**src/rtl/cpu_core.sv**
```systemverilog
// cpu_core: multi-cycle accumulator CPU with a ready-strobed memory port.
// Ports: clk, rst (async active-low), run; mem_* bus; pc/ac/z/halted status.
module cpu_core #(
  parameter int DW   = 8,
  parameter int AW   = 16,
  parameter int NREG = 4
) (
  input  logic          clk,
  input  logic          rst,
  input  logic          run,
  output logic [AW-1:0] mem_addr,
  output logic          mem_rd,
  output logic          mem_wr,
  output logic [DW-1:0] mem_wdata,
  input  logic [DW-1:0] mem_rdata,
  input  logic          mem_ready,
  output logic [AW-1:0] pc_out,
  output logic [DW-1:0] ac_out,
  output logic          z_out,
  output logic          halted
);

  localparam int RW = (NREG > 1) ? $clog2(NREG) : 1;

  localparam logic [3:0] OP_NOP  = 4'h0;
  localparam logic [3:0] OP_LDAC = 4'h1;
  localparam logic [3:0] OP_STAC = 4'h2;
  localparam logic [3:0] OP_MVAC = 4'h3;
  localparam logic [3:0] OP_MOVR = 4'h4;
  localparam logic [3:0] OP_JUMP = 4'h5;
  localparam logic [3:0] OP_JMPZ = 4'h6;
  localparam logic [3:0] OP_JPNZ = 4'h7;
  localparam logic [3:0] OP_ADD  = 4'h8;
  localparam logic [3:0] OP_SUB  = 4'h9;
  localparam logic [3:0] OP_INAC = 4'hA;
  localparam logic [3:0] OP_CLAC = 4'hB;
  localparam logic [3:0] OP_AND  = 4'hC;
  localparam logic [3:0] OP_OR   = 4'hD;
  localparam logic [3:0] OP_XOR  = 4'hE;
  localparam logic [3:0] OP_HALT = 4'hF;

  typedef enum logic [2:0] {
    S_FETCH,
    S_DECODE,
    S_ADDRLO,
    S_ADDRHI,
    S_EXEC,
    S_MEMRD,
    S_MEMWR,
    S_HALT
  } state_t;

  state_t          r_state;
  logic [AW-1:0]   r_pc;
  logic [AW-1:0]   r_tr;
  logic [DW-1:0]   r_ac;
  logic [DW-1:0]   r_ir;
  logic            r_z;
  logic            r_fpend;
  logic [DW-1:0]   r_regs [NREG];

  logic [3:0]      w_op;
  logic [RW-1:0]   w_ri;
  logic [DW-1:0]   w_rv;
  logic [DW-1:0]   w_alu;
  logic            w_alu_op;
  logic            w_jmp;
  logic            w_need_addr;
  logic            w_fetch_req;
  logic            w_unused_ir;

  assign w_op        = r_ir[DW-1:DW-4];
  assign w_ri        = r_ir[RW-1:0];
  assign w_rv        = r_regs[w_ri];
  assign w_unused_ir = ^r_ir;

  assign w_need_addr = w_op inside {OP_LDAC, OP_STAC, OP_JUMP,
                                    OP_JMPZ, OP_JPNZ};

  assign w_jmp = (w_op == OP_JUMP) ||
                 ((w_op == OP_JMPZ) && r_z) ||
                 ((w_op == OP_JPNZ) && !r_z);

  // Once a fetch has been requested it stays up until acknowledged,
  // even if run falls while the memory is still busy.
  assign w_fetch_req = (r_state == S_FETCH) && (run || r_fpend);

  always_comb begin
    w_alu    = r_ac;
    w_alu_op = 1'b1;
    case (w_op)
      OP_ADD:  w_alu = r_ac + w_rv;
      OP_SUB:  w_alu = r_ac - w_rv;
      OP_INAC: w_alu = r_ac + DW'(1);
      OP_CLAC: w_alu = '0;
      OP_AND:  w_alu = r_ac & w_rv;
      OP_OR:   w_alu = r_ac | w_rv;
      OP_XOR:  w_alu = r_ac ^ w_rv;
      default: w_alu_op = 1'b0;
    endcase
  end

  // Reset gates the strobes directly so they fall at once,
  // regardless of the clock.
  assign mem_rd = rst && (w_fetch_req ||
                          (r_state == S_ADDRLO) ||
                          (r_state == S_ADDRHI) ||
                          (r_state == S_MEMRD));
  assign mem_wr = rst && (r_state == S_MEMWR);

  assign mem_addr  = ((r_state == S_MEMRD) ||
                      (r_state == S_MEMWR)) ? r_tr : r_pc;
  assign mem_wdata = r_ac;
  assign pc_out    = r_pc;
  assign ac_out    = r_ac;
  assign z_out     = r_z;
  assign halted    = (r_state == S_HALT);

  always_ff @(posedge clk or negedge rst) begin
    if (!rst) begin
      r_state <= S_FETCH;
      r_pc    <= '0;
      r_tr    <= '0;
      r_ac    <= '0;
      r_ir    <= '0;
      r_z     <= 1'b0;
      r_fpend <= 1'b0;
      for (int i = 0; i < NREG; i++) begin
        r_regs[i] <= '0;
      end
    end else begin
      unique case (r_state)
        S_FETCH: begin
          if (w_fetch_req) begin
            if (mem_ready) begin
              r_ir    <= mem_rdata;
              r_pc    <= r_pc + AW'(1);
              r_fpend <= 1'b0;
              r_state <= S_DECODE;
            end else begin
              r_fpend <= 1'b1;
            end
          end
        end
        S_DECODE: begin
          if (w_need_addr) begin
            r_state <= S_ADDRLO;
          end else if (w_op == OP_HALT) begin
            r_state <= S_HALT;
          end else begin
            r_state <= S_EXEC;
          end
        end
        S_ADDRLO: begin
          if (mem_ready) begin
            r_tr[DW-1:0] <= mem_rdata;
            r_pc         <= r_pc + AW'(1);
            r_state      <= S_ADDRHI;
          end
        end
        S_ADDRHI: begin
          if (mem_ready) begin
            r_tr[AW-1:DW] <= mem_rdata;
            r_pc          <= r_pc + AW'(1);
            r_state       <= S_EXEC;
          end
        end
        S_EXEC: begin
          if (w_alu_op) begin
            r_ac <= w_alu;
            r_z  <= (w_alu == '0);
          end
          if (w_op == OP_MVAC) begin
            r_regs[w_ri] <= r_ac;
          end
          if (w_op == OP_MOVR) begin
            r_ac <= w_rv;
          end
          if (w_jmp) begin
            r_pc <= r_tr;
          end
          if (w_op == OP_LDAC) begin
            r_state <= S_MEMRD;
          end else if (w_op == OP_STAC) begin
            r_state <= S_MEMWR;
          end else begin
            r_state <= S_FETCH;
          end
        end
        S_MEMRD: begin
          if (mem_ready) begin
            r_ac    <= mem_rdata;
            r_state <= S_FETCH;
          end
        end
        S_MEMWR: begin
          if (mem_ready) begin
            r_state <= S_FETCH;
          end
        end
        S_HALT: begin
          r_state <= S_HALT;
        end
        default: begin
          r_state <= S_FETCH;
        end
      endcase
    end
  end

endmodule

```
**config.mk**
```make
export PLATFORM = sky130hd
export DESIGN_NAME = cpu_core
export DESIGN_NICKNAME = d
export VERILOG_FILES = /design/src/rtl/cpu_core.sv
export SDC_FILE = /design/constraint.sdc
export NUM_CORES = 1
export LEC_CHECK = 0
export CAP_MARGIN = 20
export CORE_ASPECT_RATIO = 1.4
export CORE_MARGIN = 2
export CORE_UTILIZATION = 51
export DETAILED_ROUTE_END_ITERATION = 7
export GPL_TIMING_DRIVEN = 0
export HOLD_SLACK_MARGIN = 0.1
export PLACE_DENSITY = 0.77
export REMOVE_ABC_BUFFERS = 1
export SLEW_MARGIN = 10
export SYNTH_ARGS = -nofsm -noshare
export SYNTH_HDL_FRONTEND = slang
export SYNTH_SLANG_ARGS = --single-unit
```
**constraint.sdc**
```tcl
create_clock -name clk -period 3.35 [get_ports clk]
set_input_delay 0.67 -clock clk [delete_from_list [all_inputs] [get_ports clk]]
set_output_delay 0.67 -clock clk [all_outputs]
set_load 0.03 [all_outputs]
```
==> flow_metrics.env <==
export IMPL_ant_nets=0
export IMPL_clock_skew_ps=7.013
export IMPL_synth_area_leader_cell="dfrtp_1"
export IMPL_fp_coreArea_sq_um=10410
export IMPL_grt_pass1_vias=4793
export IMPL_status="complete, but fails checks"
export IMPL_setup_viol=3
export IMPL_antenna_found_initial=0
export IMPL_die_h_microns=126.5
export IMPL_synthMuxAreaShare_pct=16.80
export IMPL_vdd_ir_drop_worst_v=0.0006638
export IMPL_start_util_pct=52.53
export IMPL_hold_viol_final=0
export IMPL_wl_per_cell_microns=19.58
export IMPL_cts_tree="built"
export IMPL_cp_end_kind="flop"
export IMPL_fin_nets=689
export IMPL_power_total_mw=7.136
export IMPL_ioPinCount=64
export IMPL_avgViaCountPerCell=6.330
export IMPL_clock_sinks=83
export IMPL_dr_pass1_iters=5
export IMPL_placed_area_sq_um=6146
export IMPL_ys_seq_elements=83
export IMPL_grt_max_degree=56
export IMPL_overflow=0
export IMPL_drc=0
export IMPL_min_path_type="in -> async"
export IMPL_r2r_start="r_ir[0]$_DFFE_PN0P_"
export IMPL_arrival_ps=3860
export IMPL_fin_crit_ps=3630
export IMPL_synth_top_family_by_area="compound AO/OA/AOI/OAI gates"
export IMPL_synth_area_sq_um=5465
export IMPL_die_area_sq_um=11570
export IMPL_ys_flop_type="dfrtp_1"
export IMPL_routed_wl_mm=15.55
export IMPL_max_freq_mhz=275.4
export IMPL_reg2reg_slack_ps=-280
export IMPL_gp_congestion=0.9233
export IMPL_crit_fanout=5
export IMPL_maxCapViolCount=0
export IMPL_yosys_top_cells_area="dfrtp_1, mux2_2, ha_1"
export IMPL_tightestPinTransition_ps=1074
export IMPL_seq_area_frac_synth_pct=38.00
export IMPL_grt_pass1_wl_mm=24.06
export IMPL_maxSlewHeadroom_pct=28.24
export IMPL_powerDensity_nw_per_um2=1023
export IMPL_syn_inst=583
export IMPL_synth_edf_count=0
export IMPL_cts_root_buffer="clkbuf_16"
export IMPL_synth_cell_types=63
export IMPL_num_rows=44
export IMPL_critPathLaunchType="flop"
export IMPL_synth_compound_area_share_pct=16.90
export IMPL_synth_xor_area_share_pct=0.1603
export IMPL_rsz0062_at_grt="true"
export IMPL_final_cell_mix="dfrtp_1, clkdlybuf4s50_1, mux2_2, nand2_1, o21ai_0"
export IMPL_diodes=0
export IMPL_drtIter0Drc=400
export IMPL_r2r_end="ac_out[6]$_DFFE_PN0P_"
export IMPL_clkLatencyLatePin_ps=350
export IMPL_crit_required_ps=3580
export IMPL_synth_top_area_share_pct=38.00
export IMPL_avgSynthCellArea_sq_um=9.374
export IMPL_path_class="reg -> reg"
export IMPL_synthAdderAreaFrac_pct=6.090
export IMPL_yosys_warnings=0
export IMPL_cts_hold_buf=0
export IMPL_num_vias=5026
export IMPL_clock_path_buffers=2
export IMPL_synthArstFlopShare_pct=100.0
export IMPL_p_leak_nw=2.968
export IMPL_clkTransAtPathRegs_ps=60
export IMPL_synthSimpleGateAreaFrac_pct=16.62
export IMPL_setup_ws_ps=-280.5
export IMPL_period_share_pct=108.4
export IMPL_hpwlAfterDp_mm=9.959
export IMPL_portBuffers=63
export IMPL_failed_checks="setup timing"
export IMPL_cts_buffers_inserted=9
export IMPL_layout_commonest_cell="dfrtp_1"
export IMPL_drive_gt1_share_pct=25.00
export IMPL_cts_htree_levels=3
export IMPL_die_width_microns=91.49
export IMPL_final_area_sq_um=6975
export IMPL_finalMaxSlewViolations=0
export IMPL_areaGrowthSynthToFinish_pct=27.63
export IMPL_fill_cells=742
export IMPL_grt_usage_pct=26.28
export IMPL_reg2regPathDepth=14
layer usage:
| layer | part of all wire [%] | global-route usage (%) |
|---|---|---|
| met5 | 0 | 0 |
| met4 | 4.7 | 14.71 |
| met3 | 6.8 | 3.622 |
| met2 | 51 | 44.46 |
| met1 | 38 | 32.19 |
worst max-delay path: stages (launching register included):
cell     delay, ps
dfrtp_4        470
mux4_2         560
inv_2          110
ha_4           140
nand2_1        130
o21ai_1        220
o21ai_0        120
ha_1           330
o21a_1         150
o31a_1         190
mux2_4         330
o41ai_4        220
a21oi_1        100
a211o_1        270
a22o_1         170
registers in the layout (all words and copies together) (netlist names):
register,count
ac_out,8
pc_out,16
r_fpend,1
r_ir,6
r_regs,32
r_state,3
r_tr,16
z_out,1
what timing repair did:
action | in CTS | in global routing
pin swaps | 9 | 13
resized for setup | 29 | 29
endpoints found under the setup margin | 42 | 18
setup buffers | 20 | 9
report_power, final:
part | internal [mW] | total (mW) | switching [mW]
combinational | 1.80 | 4.05 | 2.25
sequential | 1.37 | 1.94 | 0.576
clock | 0.734 | 1.14 | 0.407
total | 3.90 | 7.14 | 3.23
cell usage after synthesis (all sizes together), types with 2 or more instances:
library cell and count:
a211oi 6, a21boi 2, a21o 2, a21oi 39, a22o 3, a31oi 2, and2 7, and3 9
buf 13, clkbuf 28, dfrtp 83, ha 25, inv 25, mux2 62, mux2i 4, mux4 8
nand2 57, nand2b 8, nand3 18, nand3b 4, nor2 41, nor2b 9, nor3 9, nor3b 4
nor4 3, nor4b 3, nor4bb 2, o211ai 6, o21a 2, o21ai 55, o221ai 7, o22ai 8
o311ai 2, o31a 3, o31ai 2, or3 3
metrics by stage:
step	util, %	std cells	hold slack (ps)	setup WS [ps]	setup TNS [ps]
final	67.04	794	257.2	-280.5	-536.6
after global routing	67.04	794	286.7	-391.6	-1217
after CTS	64.87	785	267.3	-141.9	-271.8
after detailed placement	59.07	749	465.2	-988.7	-8498
after global placement	58.30	743	456.6	-2263	-135750
after floorplan	-	542	374.4	-457.9	-1137
logic make-up after synthesis:
kind of cell               Yosys count
xor gates and xnor gates             1
and+or+nand+nor                    182
DFF                                 83
muxes                               74
AOI/OAI and AO/OA                  151
buffers and inverters               66
adders and majority gates           26
area by class of cell:
type                    count  area, sq um  area share, %
multi-input cells         434         3329          47.73
repair buffers             98        938.4          13.45
inverters                  25        93.84          1.345
flip-flops and latches     83         2093          30.01
clock buffers              13        280.3          4.018
clock inverters             3        67.56         0.9686
well taps                 138        172.7          2.475
worst max-delay path by stage:
| stage | startpoint | end | slack [ps] | cells past startpoint |
|---|---|---|---|---|
| after floorplan | r_ir[0]$_DFFE_PN0P_ | ac_out[6]$_DFFE_PN0P_ | -460 | 14 |
| after global placement | rst | mem_rd | -2260 | 3 |
| after detailed placement | r_ir[0]$_DFFE_PN0P_ | ac_out[6]$_DFFE_PN0P_ | -990 | 14 |
| after CTS | r_ir[0]$_DFFE_PN0P_ | ac_out[6]$_DFFE_PN0P_ | -140 | 13 |
| after global routing | r_ir[0]$_DFFE_PN0P_ | ac_out[6]$_DFFE_PN0P_ | -390 | 13 |
| final | r_ir[0]$_DFFE_PN0P_ | ac_out[6]$_DFFE_PN0P_ | -280 | 14 |
Note: power is estimated with default switching activity, not from simulation.
==> RTL edit 1: new RTL, same settings <==
The 8 states of `state_t` get a one-hot encoding in 8 bits.
--- a/src/rtl/cpu_core.sv
+++ b/src/rtl/cpu_core.sv
@@ -40,13 +40,13 @@
   localparam logic [3:0] OP_HALT = 4'hF;
 
-  typedef enum logic [2:0] {
-    S_FETCH,
-    S_DECODE,
-    S_ADDRLO,
-    S_ADDRHI,
-    S_EXEC,
-    S_MEMRD,
-    S_MEMWR,
-    S_HALT
+  typedef enum logic [7:0] {
+    S_FETCH  = 8'b00000001,
+    S_DECODE = 8'b00000010,
+    S_ADDRLO = 8'b00000100,
+    S_ADDRHI = 8'b00001000,
+    S_EXEC   = 8'b00010000,
+    S_MEMRD  = 8'b00100000,
+    S_MEMWR  = 8'b01000000,
+    S_HALT   = 8'b10000000
   } state_t;
 
Check against the original RTL: no difference found for any inputs over 4 cycles, from zero or initial values and one cycle with rst low; so few cycles prove little.
==> RTL edit 1 against the unedited design <==
The flow still finishes with violations (setup timing); worst hold slack worse by 0.0016 ns; total power is 12% lower; worst setup slack improved by 0.0089 ns; sequential cell count increased by 5; final area is 2.6% higher; count of clock-buffer cells in the layout shrank 1; first-iteration DRC count up 0.50%; final cell count is 3.8% higher; synthesized area is 4.1% higher; wire length grew 12%; critical path type unchanged; critical endpoint is now ac_out[7]$_DFFE_PN0P_; largest power group unchanged.
==> RTL edit 1: results (changes against the unedited design) <==
[setup_path]
crit_family=simple AND/OR/NAND/NOR gates

[layout]
clkbuf_count=12  ; -1
clk_share_pct=4.19  ; -0.79 points
final_util_pct=65.9  ; -1.2 points
drive_gt1_share_pct=26.9  ; +1.9 points
final_nets=716  ; +3.9%

[outcome]
outcome=finished, violations left
violations=setup timing

[synthesis]
synthCells=609  ; +4.5%
synth_fa_ha_area_share_pct=5.85  ; -0.24 points
synth_compound_area_share_pct=17.1  ; +0.17 points
synthTopCellsByArea=dfrtp_1 (38%), mux2_2 (10%), ha_1 (5.5%)

[sta]
setup_viol=3  ; unchanged
relSlewSlack_pct=38.3  ; +10 points
setup_tns_ns=-0.622  ; -0.0857 ns
finClkSkew_ns=0.00609  ; -0.000925 ns
hold_slack_ns=0.256  ; -0.00163 ns
layout_setup_ws_ns=-0.272  ; +0.00888 ns

[route]
vias=5288  ; +5.2%
drt_iter0_markers=402  ; +0.50%

[power_and_ir_drop]
p_leak_uw=0.00319  ; +7.5%

[place]
place_hpwl_mm=11.6  ; +17%
routabilityCongestion=0.967  ; +4.8%
dpl_worst_slack_ns=-1.12  ; -0.135 ns
placedInstanceArea_mm2=0.00636  ; +3.5%
placed_cells=781  ; +4.3%

[clocking]
ctsResizeCount=89  ; +210%

[global_route]
grt_pass1_vias=5104  ; +6.5%

RTL edit 1: changes by cell type in the layout (fill, tap and decap cells not counted), moves of 7 or more:
cell	unedited run	this run
buf_4	29	21
clkdlybuf4s50_1	62	44
o21ai_0	45	52
nand4_1	0	7
mux2_2	61	52
xnor2_1	0	8
clkbuf_2	0	14
RTL edit 1: where the power goes:
group          internal [uW]  switching, uW
Combinational           1390           1930
Clock                    600            423
Sequential              1360            543
Total                   3360           2890
RTL edit 1: routing by layer:
| metal | vias up | global-route usage [%] | wire, um |
|---|---|---|---|
| met5 | - | 0 | 0 |
| met4 | 0 | 17.0 | 818 |
| met3 | 68 | 4.27 | 980 |
| met2 | 252 | 49.2 | 9000 |
| met1 | 2620 | 33.8 | 6640 |
| li1 | 2348 | - | - |
==> RTL edit 2: new RTL, same flow settings <==
Made on the original files. Make the reset (`rst`) synchronous in one clocked block. Comments in the files are not updated.
--- a/src/rtl/cpu_core.sv
+++ b/src/rtl/cpu_core.sv
@@ -117,5 +117,5 @@
   assign halted    = (r_state == S_HALT);
 
-  always_ff @(posedge clk or negedge rst) begin
+  always_ff @(posedge clk) begin
     if (!rst) begin
       r_state <= S_FETCH;
Check against the original RTL: differs if rst is asserted again (counterexample within 4 cycles, from zero or initial values and one cycle with rst low); with rst held inactive, the same outputs for 4 cycles.
==> RTL edit 2 against the unedited design <==
Die area rose by 0.44%; wire length fell by 5.7%; synthesized area rose by 0.46%; sequential cell count rose by 2; final area fell by 5.5%; worst setup slack improved by 0.40 ns; first-iteration DRC count fell by 8.8%; via count fell by 2.0%.
Power is not compared: it rests on default switching activity, and its combinational part moved more than twofold at a synthesized area within 25%.
==> RTL edit 2: results (changes against the unedited design) <==
[sta]
finClkSkew_ns=0.0103  ; +0.00326 ns
relSlewSlack_pct=29.4  ; +1.2 points

[route]
viasPerCell=6.11  ; -3.4%
drt_iter0_markers=365  ; -8.8%
firstDrtPassIters=5  ; unchanged
wl_per_cell_um=18.2  ; -7.1%
routed_wl_mm=14.7  ; -5.7%
drtAntennaViolNets=0  ; unchanged

[setup_path]
rr_worst_depth=12  ; -2
critPathMaxStageDelay_ns=0.52  ; -0.04 ns
cp-endpoint=z_out$_SDFFE_PN0P_
cp.arrival_ns=3.49  ; -0.37 ns
cp_slowest_cell=dfxtp_4
crit_family=simple AND/OR/NAND/NOR gates
cp_max_fo=18  ; +13
r2r_start=r_ir[5]$_SDFFE_PN0P_
r2r_slack_ns=0.12  ; +0.40 ns

[place]
place_hpwl_mm=10.6  ; +6.7%
placed_cells=778  ; +3.9%
routabilityCongestion=0.988  ; +7.0%
placedInstanceArea_mm2=0.00609  ; -0.90%

[outcome]
outcome=finished clean

[synthesis]
synth_edf_count=32  ; +32
synthTopCellsByArea=dfxtp_1 (19%), edfxtp_1 (18%), ha_1 (5.7%)
syn_avg_cell_area_um2=8.83  ; -5.8%
seq_area_frac_synth_pct=36.8  ; -1.2 points
async_flop_share_pct=0  ; -100 points
yosys_warnings=0  ; unchanged
synth_ff_type=dfxtp_1
synthTopCellsByCount=nand2_1 (78), dfxtp_1 (53), nor2_1 (46)
yosysUniqueCellTypes=69  ; +9.5%

[layout]
fill_cells=865  ; +17%
largest_register=r_regs
largest_reg_flops=32  ; unchanged
final_nets=701  ; +1.7%
antenna_cells=0  ; unchanged
drive_gt1_share_pct=12.7  ; -12 points

[power_and_ir_drop]
p_leak_uw=0.00235

[clocking]
cts_root_buf=clkbuf_16
path_clk_slew_ns=0.07
htreeDepth=3  ; unchanged
insertion_delay_ns=0.35  ; about the same
numCtsBuffers=9  ; unchanged
cts_buffer_depth=2  ; unchanged

[global_route]
grt_use_met3_pct=3.62  ; unchanged
grt_pass1_vias=4800  ; +0.15%
antenna_found_initial=0  ; unchanged
grt_max_degree=48  ; -14%
met2_usage_pct=48.2  ; +3.7 points
gr-usage-all-layers_pct=25.7  ; -0.56 points
grt_use_met1_pct=28.7  ; -3.5 points
grt_pass1_wl_mm=23.8  ; -0.95%

[min_path]
hold_class=reg2reg

-- RTL edit 2: how the worst min path moves through the flow --
stage                                 end  slack (ns)  cells after the start                  start
CTS                  r_tr[0]$_SDFFE_PN0P_        0.48                      2   r_tr[0]$_SDFFE_PN0P_
finish              r_tr[15]$_SDFFE_PN0P_        0.48                      2  r_tr[15]$_SDFFE_PN0P_
floorplan            r_tr[6]$_SDFFE_PN0P_        0.44                      2   r_tr[6]$_SDFFE_PN0P_
global placement     r_tr[0]$_SDFFE_PN0P_        0.46                      2   r_tr[0]$_SDFFE_PN0P_
detailed placement   r_tr[0]$_SDFFE_PN0P_        0.47                      2   r_tr[0]$_SDFFE_PN0P_
global route        r_tr[13]$_SDFFE_PN0P_        0.50                      2  r_tr[13]$_SDFFE_PN0P_
-- RTL edit 2: cell families (layout without fill, tap and decap cells) --
| kind of cell | Yosys count | in the layout | share of synthesized area [%] |
|---|---|---|---|
| AO/OA/AOI/OAI | 173 | 173 | 21.2 |
| XOR/XNOR | 2 | 2 | 0.570 |
| adder cells (fa/ha/maj) | 26 | 26 | 6.06 |
| buffers and inverters | 70 | 116 | 5.54 |
| flip-flops | 85 | 85 | 36.8 |
| multiplexers | 41 | 41 | 9.75 |
| AND/OR/NAND/NOR | 225 | 225 | 20.1 |
-- RTL edit 2: timing repair --
action,CTS,global route
gates resized for setup,16,15
setup endpoints to repair,65,46
hold endpoints to repair,0,0
pin swaps,1,3
setup buffers,6,5
-- RTL edit 2: through the flow --
step	power (uW)	TNS, ns	hold WS, ns	setup WS (ns)
after global placement	2080	-69.02	0.463	-1.56
final	3140	0	0.477	0.122
after global routing	3290	-0.376	0.502	-0.0279
after detailed placement	2110	-18.87	0.467	-0.741
after floorplan	1830	-0.0366	0.442	-0.0366
after CTS	3100	0	0.477	0.0143
-- RTL edit 2: tightest hold or removal path: stages, from the launching register on --
cell,delay [ns]
dfxtp_1,0.32
nand2_1,0.06
a21boi_1,0.05
-- RTL edit 2: layout make-up --
type / instances / area [um^2] / area share (%)
Sequential cell: 85 / 2040 / 30.9
Timing Repair Buffer: 77 / 741 / 11.2
Multi-Input combinational cell: 467 / 3270 / 49.6
Clock inverter: 3 / 16.3 / 0.247
Tap cell: 138 / 173 / 2.62
Inverter: 23 / 86.3 / 1.31
Clock buffer: 13 / 272 / 4.12
-- RTL edit 2: per-layer routing --
layer	vias to the layer above	wire length, um
li1	2352	-
met1	2364	5720
met2	167	7720
met3	43	670
met4	0	554
met5	-	0
-- RTL edit 2: power by group --
group          internal, uW  leakage, uW  switching, uW
clock network           566     0.000145            401
registers              1130     0.000763            135
logic                   374      0.00144            525
